[src/rtl/tlc_pkg.sv]
// tlc_pkg: shared debounce state type and default conditioning constants
package tlc_pkg;
    typedef enum logic [1:0] {STABLE_LO, WAIT_HI, STABLE_HI, WAIT_LO} deb_state_t;
    localparam int TLC_SYNC_STAGES     = 2;
    localparam int TLC_DEBOUNCE_CYCLES = 16;
endpackage

[src/rtl/tlc_debounce_ch.sv]
// tlc_debounce_ch: pad synchronizer plus debounce FSM with optional fail-safe fast assert
module tlc_debounce_ch
    import tlc_pkg::*;
#(
    parameter int SYNC_STAGES     = TLC_SYNC_STAGES,
    parameter int DEBOUNCE_CYCLES = TLC_DEBOUNCE_CYCLES,
    parameter bit FAST_ASSERT     = 1'b0,
    parameter bit RESET_LEVEL     = 1'b0
) (
    input  logic clk,
    input  logic rst,
    input  logic i_pad,
    output logic o_level,
    output logic o_toggle
);
    localparam int CNT_W = $clog2(DEBOUNCE_CYCLES);
    localparam logic [CNT_W-1:0] LAST = CNT_W'(DEBOUNCE_CYCLES - 1);

    logic [SYNC_STAGES-1:0] r_sync;
    deb_state_t             r_state;
    logic [CNT_W-1:0]       r_cnt;
    logic                   r_level;
    logic                   r_toggle;
    logic                   w_s;

    assign w_s      = r_sync[SYNC_STAGES-1];
    assign o_level  = r_level;
    assign o_toggle = r_toggle;

    // Shift the raw pad through the synchronizer chain, preset to the channel's idle level
    always_ff @(posedge clk) begin
        if (rst) r_sync <= {SYNC_STAGES{RESET_LEVEL}};
        else     r_sync <= {r_sync[SYNC_STAGES-2:0], i_pad};
    end

    // Commit a new level only after DEBOUNCE_CYCLES consecutive agreeing samples; fast channels assert at once
    always_ff @(posedge clk) begin
        if (rst) begin
            r_state  <= RESET_LEVEL ? STABLE_HI : STABLE_LO;
            r_level  <= RESET_LEVEL;
            r_cnt    <= '0;
            r_toggle <= 1'b0;
        end else begin
            r_toggle <= 1'b0;
            if (FAST_ASSERT && w_s && !r_level) begin
                r_state  <= STABLE_HI;
                r_level  <= 1'b1;
                r_toggle <= 1'b1;
                r_cnt    <= '0;
            end else begin
                case (r_state)
                    STABLE_LO: if (w_s) begin
                        r_state <= WAIT_HI;
                        r_cnt   <= CNT_W'(1);
                    end
                    WAIT_HI: if (!w_s) begin
                        r_state <= STABLE_LO;
                        r_cnt   <= '0;
                    end else if (r_cnt == LAST) begin
                        r_state  <= STABLE_HI;
                        r_level  <= 1'b1;
                        r_toggle <= 1'b1;
                        r_cnt    <= '0;
                    end else r_cnt <= r_cnt + CNT_W'(1);
                    STABLE_HI: if (!w_s) begin
                        r_state <= WAIT_LO;
                        r_cnt   <= CNT_W'(1);
                    end
                    WAIT_LO: if (w_s) begin
                        r_state <= STABLE_HI;
                        r_cnt   <= '0;
                    end else if (r_cnt == LAST) begin
                        r_state  <= STABLE_LO;
                        r_level  <= 1'b0;
                        r_toggle <= 1'b1;
                        r_cnt    <= '0;
                    end else r_cnt <= r_cnt + CNT_W'(1);
                    default: r_state <= r_state;
                endcase
            end
        end
    end
endmodule

[src/rtl/tlc_pad_conditioner.sv]
// tlc_pad_conditioner: conditions FM/TEST/CLR pads and masks mode toggles while CLR is held
module tlc_pad_conditioner
    import tlc_pkg::*;
#(
    parameter int SYNC_STAGES     = TLC_SYNC_STAGES,
    parameter int DEBOUNCE_CYCLES = TLC_DEBOUNCE_CYCLES
) (
    input  logic clk,
    input  logic rst,
    input  logic fm_pad,
    input  logic test_pad,
    input  logic clr_pad,
    output logic fm_level,
    output logic test_level,
    output logic clr_level,
    output logic fm_toggle,
    output logic test_toggle,
    output logic clr_rise
);
    logic w_fm_tog, w_test_tog, w_clr_tog;

    tlc_debounce_ch #(.SYNC_STAGES(SYNC_STAGES), .DEBOUNCE_CYCLES(DEBOUNCE_CYCLES),
                      .FAST_ASSERT(1'b0), .RESET_LEVEL(1'b0)) u_fm (
        .clk(clk), .rst(rst), .i_pad(fm_pad), .o_level(fm_level), .o_toggle(w_fm_tog));

    tlc_debounce_ch #(.SYNC_STAGES(SYNC_STAGES), .DEBOUNCE_CYCLES(DEBOUNCE_CYCLES),
                      .FAST_ASSERT(1'b0), .RESET_LEVEL(1'b0)) u_test (
        .clk(clk), .rst(rst), .i_pad(test_pad), .o_level(test_level), .o_toggle(w_test_tog));

    tlc_debounce_ch #(.SYNC_STAGES(SYNC_STAGES), .DEBOUNCE_CYCLES(DEBOUNCE_CYCLES),
                      .FAST_ASSERT(1'b1), .RESET_LEVEL(1'b1)) u_clr (
        .clk(clk), .rst(rst), .i_pad(clr_pad), .o_level(clr_level), .o_toggle(w_clr_tog));

    assign fm_toggle   = w_fm_tog & ~clr_level;
    assign test_toggle = w_test_tog & ~clr_level;
    assign clr_rise    = w_clr_tog & clr_level;
endmodule

[config.mk]
export PLATFORM = sky130hd
export DESIGN_NAME = tlc_pad_conditioner
export DESIGN_NICKNAME = d
export VERILOG_FILES = /design/src/rtl/tlc_pkg.sv /design/src/rtl/tlc_debounce_ch.sv /design/src/rtl/tlc_pad_conditioner.sv
export SDC_FILE = /design/constraint.sdc
export NUM_CORES = 1
export LEC_CHECK = 0
export ABC_AREA = 1
export ABC_CLOCK_PERIOD_IN_PS = 1500
export BUFFER_PORTS_ARGS = -buffer_cell sky130_fd_sc_hd__buf_4
export CAP_MARGIN = 20
export CORE_ASPECT_RATIO = 2
export CORE_MARGIN = 2
export CORE_UTILIZATION = 49
export DETAILED_ROUTE_END_ITERATION = 7
export PLACE_DENSITY = 0.67
export SLEW_MARGIN = 20
export SYNTH_ARGS = -nofsm -noshare
export SYNTH_HDL_FRONTEND = slang
export SYNTH_SLANG_ARGS = --single-unit
[constraint.sdc]
create_clock -name clk -period 1.5 [get_ports clk]
set_input_delay 0 -clock clk [delete_from_list [all_inputs] [get_ports clk]]
set_output_delay 0 -clock clk [all_outputs]
set_load 0.01 [all_outputs]
==> run metrics <==
status=completed; maximum vdd drop=between 700 and 800 µV; main flop type after synthesis=dfxtp_1; net count after synthesis=between 150 and 200; Worst EP arrival=1.42 ns; slowest stage delay, CP=~0.4 ns; Worst setup SP type=flop; Clock transition at path regs=approximately 0.070 ns; CTS H-tree depth=2; Final GP Congestion=roughly 0.77; worst reg-to-reg path cell count=6; fmax=between 700 and 800 MHz; Via density=a little over 5; CP endpoint kind=flop; Tmin final=~1.3 ns; worst setup path start=u_clr.r_cnt[0]; width of the die=41.03 µm; CTS max path bufs=2; drt wl/cell=approximately 12 µm; die area=between 0.003 and 0.004 mm²; Die Span Y=about 78 µm; unique cell type count in the Yosys netlist=24; CP cell instances=ha_1 -> nand2_1 -> nor2_1 -> nand3_1 -> nand2_1 -> o211ai_1; I/O pins=11; Crit path top cell by count=nand2_1; Synth area leaders=dfxtp_1 (45%), nand2_1 (8.9%), nor2_1 (8.1%), inv_1 (6.4%), nand3_1 (5.6%); Levels on crit path=6; detailed-router iteration count before antenna repair=5; Hold Path Class=input port to flop; Setup TNS=0 ns; Initial Util=0.5229; Vias=~1,200; PwrDens=just over 1000 mW/mm²; Post-synth EDFFs=0; area added between synthesis and finish=15.74%; CTS hold repair buffers=3; Crit path max-delay family=simple AND/OR/NAND/NOR gates; count leader, synth=nand2_1; antenna violations before repair=0; Max-cap violations=0; gr ovfl total=0; CP Max Fanout=5; fin crit share=0.8417; Skew-Pair Late Insertion Delay=approximately 0.28 ns; # setup viols final=0; Worst Setup Path Type=flop to flop; most frequent cells after synthesis=nand2_1 (32), dfxtp_1 (30), nor2_1 (29); post-route cell area=0.001555 mm²; Synth top area share=0.4469; cell area after synthesis=0.001344 mm²; number of CTS-inserted buffers=5; nets=208; DRC=0; ys async rst share=0; CP required=about 1.7 ns; site row count=26; vias in the first global route=1,242; CTS resizes=0; # diodes=0; final wirelength=between 2000 and 3000 µm; area of placed instances=between 0.001 and 0.0015 mm²; Ys Warns=0; Root Driver=clkbuf_8; Worst Path Buf+Inv=0; fillers=255; Total GRT Usage=0.2166; Sink Count=30; largest net degree at the start of global routing=18; post-CTS setup repair buffer count=0; final clock skew=0.006400 ns; hold_sp=rst; LEAKAGE=approximately 0.64 nW; Slew Limit Headroom=0.7566; Gate Count Post-Synth=185; Least-Margin Pin Slew=around 0.36 ns; Worst R2R Start=u_clr.r_cnt[0]; HPWL after DPL=2075 µm; syn_area_per_cell=7.264 µm²; Hold Crit Depth=2; first-pass GRT wire length=4802 µm; ANT nets after route=0; layout cell share with drive strength beyond 1=0.1741; port bufs=10; CTS tree=done; endpoints failing hold=0; sequential share of the synthesized area=0.4469; Core Box Area=around 0.0026 mm²; Slowest cell on crit path=dfxtp_1; initial drt markers=21; top cell type by total area after synthesis=dfxtp_1; RSZ-0062 raised after global routing=no; Pins Over Slew Limit=0; FF+latch count, synth=30
## where the power goes
part | internal [mW] | switching [mW] | leakage (nW)
registers | 0.813 | 0.0178 | 0.244
logic | 0.0313 | 0.0439 | 0.349
clock network | 0.368 | 0.307 | 0.0472
total | 1.21 | 0.369 | 0.640
## routing by layer
layer,vias to the layer above,GRT usage,part of all wire
met3,5,0.05932,0.020
met5,-,0,0
met4,0,0.1233,0.026
met2,8,0.3938,0.60
li1,618,-,-
met1,546,0.1795,0.36
## final timing paths
path,endpoint,slack (ns)
max,u_clr.o_level,0.24
min,u_fm.r_sync[0],0.02
max reg2reg,u_clr.o_level,0.24
min reg2reg,u_clr.r_sync[1],0.41
## area by class of cell
class	instances	area, µm²	area share
Clock inverter	2	12.51	0.008045
Multi-Input combinational cell	125	625.6	0.4023
Inverter	25	93.84	0.06034
Timing Repair Buffer	13	105.1	0.06758
Clock buffer	6	82.58	0.05310
Tap cell	28	35.03	0.02253
Sequential cell	30	600.6	0.3862
## stage by stage
step,utilization,hold WS [ns],cells,power (mW),setup WS (ns)
after detailed placement,0.5565,0.1901,218,0.9173,0.2596
after floorplan,-,0.1038,185,0.8961,0.3851
after CTS,0.6052,0.009408,229,1.605,0.2429
after global placement,0.5565,0.1850,218,0.9144,0.3083
final,0.6052,0.01632,229,1.581,0.2375
after global routing,0.6052,0.02584,229,1.652,0.1035
## state kept, by name, summed over array words and instances (netlist names), named ones only
| name | count |
|---|---|
| u_clr.r_cnt | 4 |
| u_fm.r_cnt | 4 |
| u_test.r_cnt | 4 |
| u_clr.r_sync | 2 |
| u_fm.r_sync | 2 |
| u_test.r_sync | 2 |
| u_clr.o_level | 1 |
| u_clr.o_toggle | 1 |
| u_clr.r_state | 1 |
| u_fm.o_level | 1 |
| u_fm.o_toggle | 1 |
| u_fm.r_state | 1 |
| u_test.o_level | 1 |
| u_test.o_toggle | 1 |
| u_test.r_state | 1 |
## cell families after synthesis
group           count (synthesis)  share of synthesized area
flops                          30                     0.4469
simple gates                   94                     0.3212
compound gates                 28                     0.1164
fa+ha+maj                       3                    0.02794
buf+inv                        30                    0.08752
## placed cells by master, fill, tap and decap left out
cell	netlist	layout
nor2_2	1	1
nor2_1	29	29
nand4_1	4	4
dfxtp_1	30	30
buf_4	0	10
nor3_1	2	2
clkinvlp_4	0	1
inv_2	2	2
o21ai_0	7	7
a21oi_1	13	13
nor2_4	1	1
dlygate4sd3_1	0	3
ha_1	3	3
o21a_1	1	1
nand3_2	1	1
o21ai_1	3	3
nand2_1	32	32
nor3_2	1	1
or2_2	2	2
a21oi_2	3	3
nand2_2	5	5
inv_1	23	23
nand3_1	15	15
clkbuf_8	0	6
clkinv_2	0	1
o211ai_1	1	1
nand2_4	1	1
Note: power is estimated with default switching activity, not from simulation.
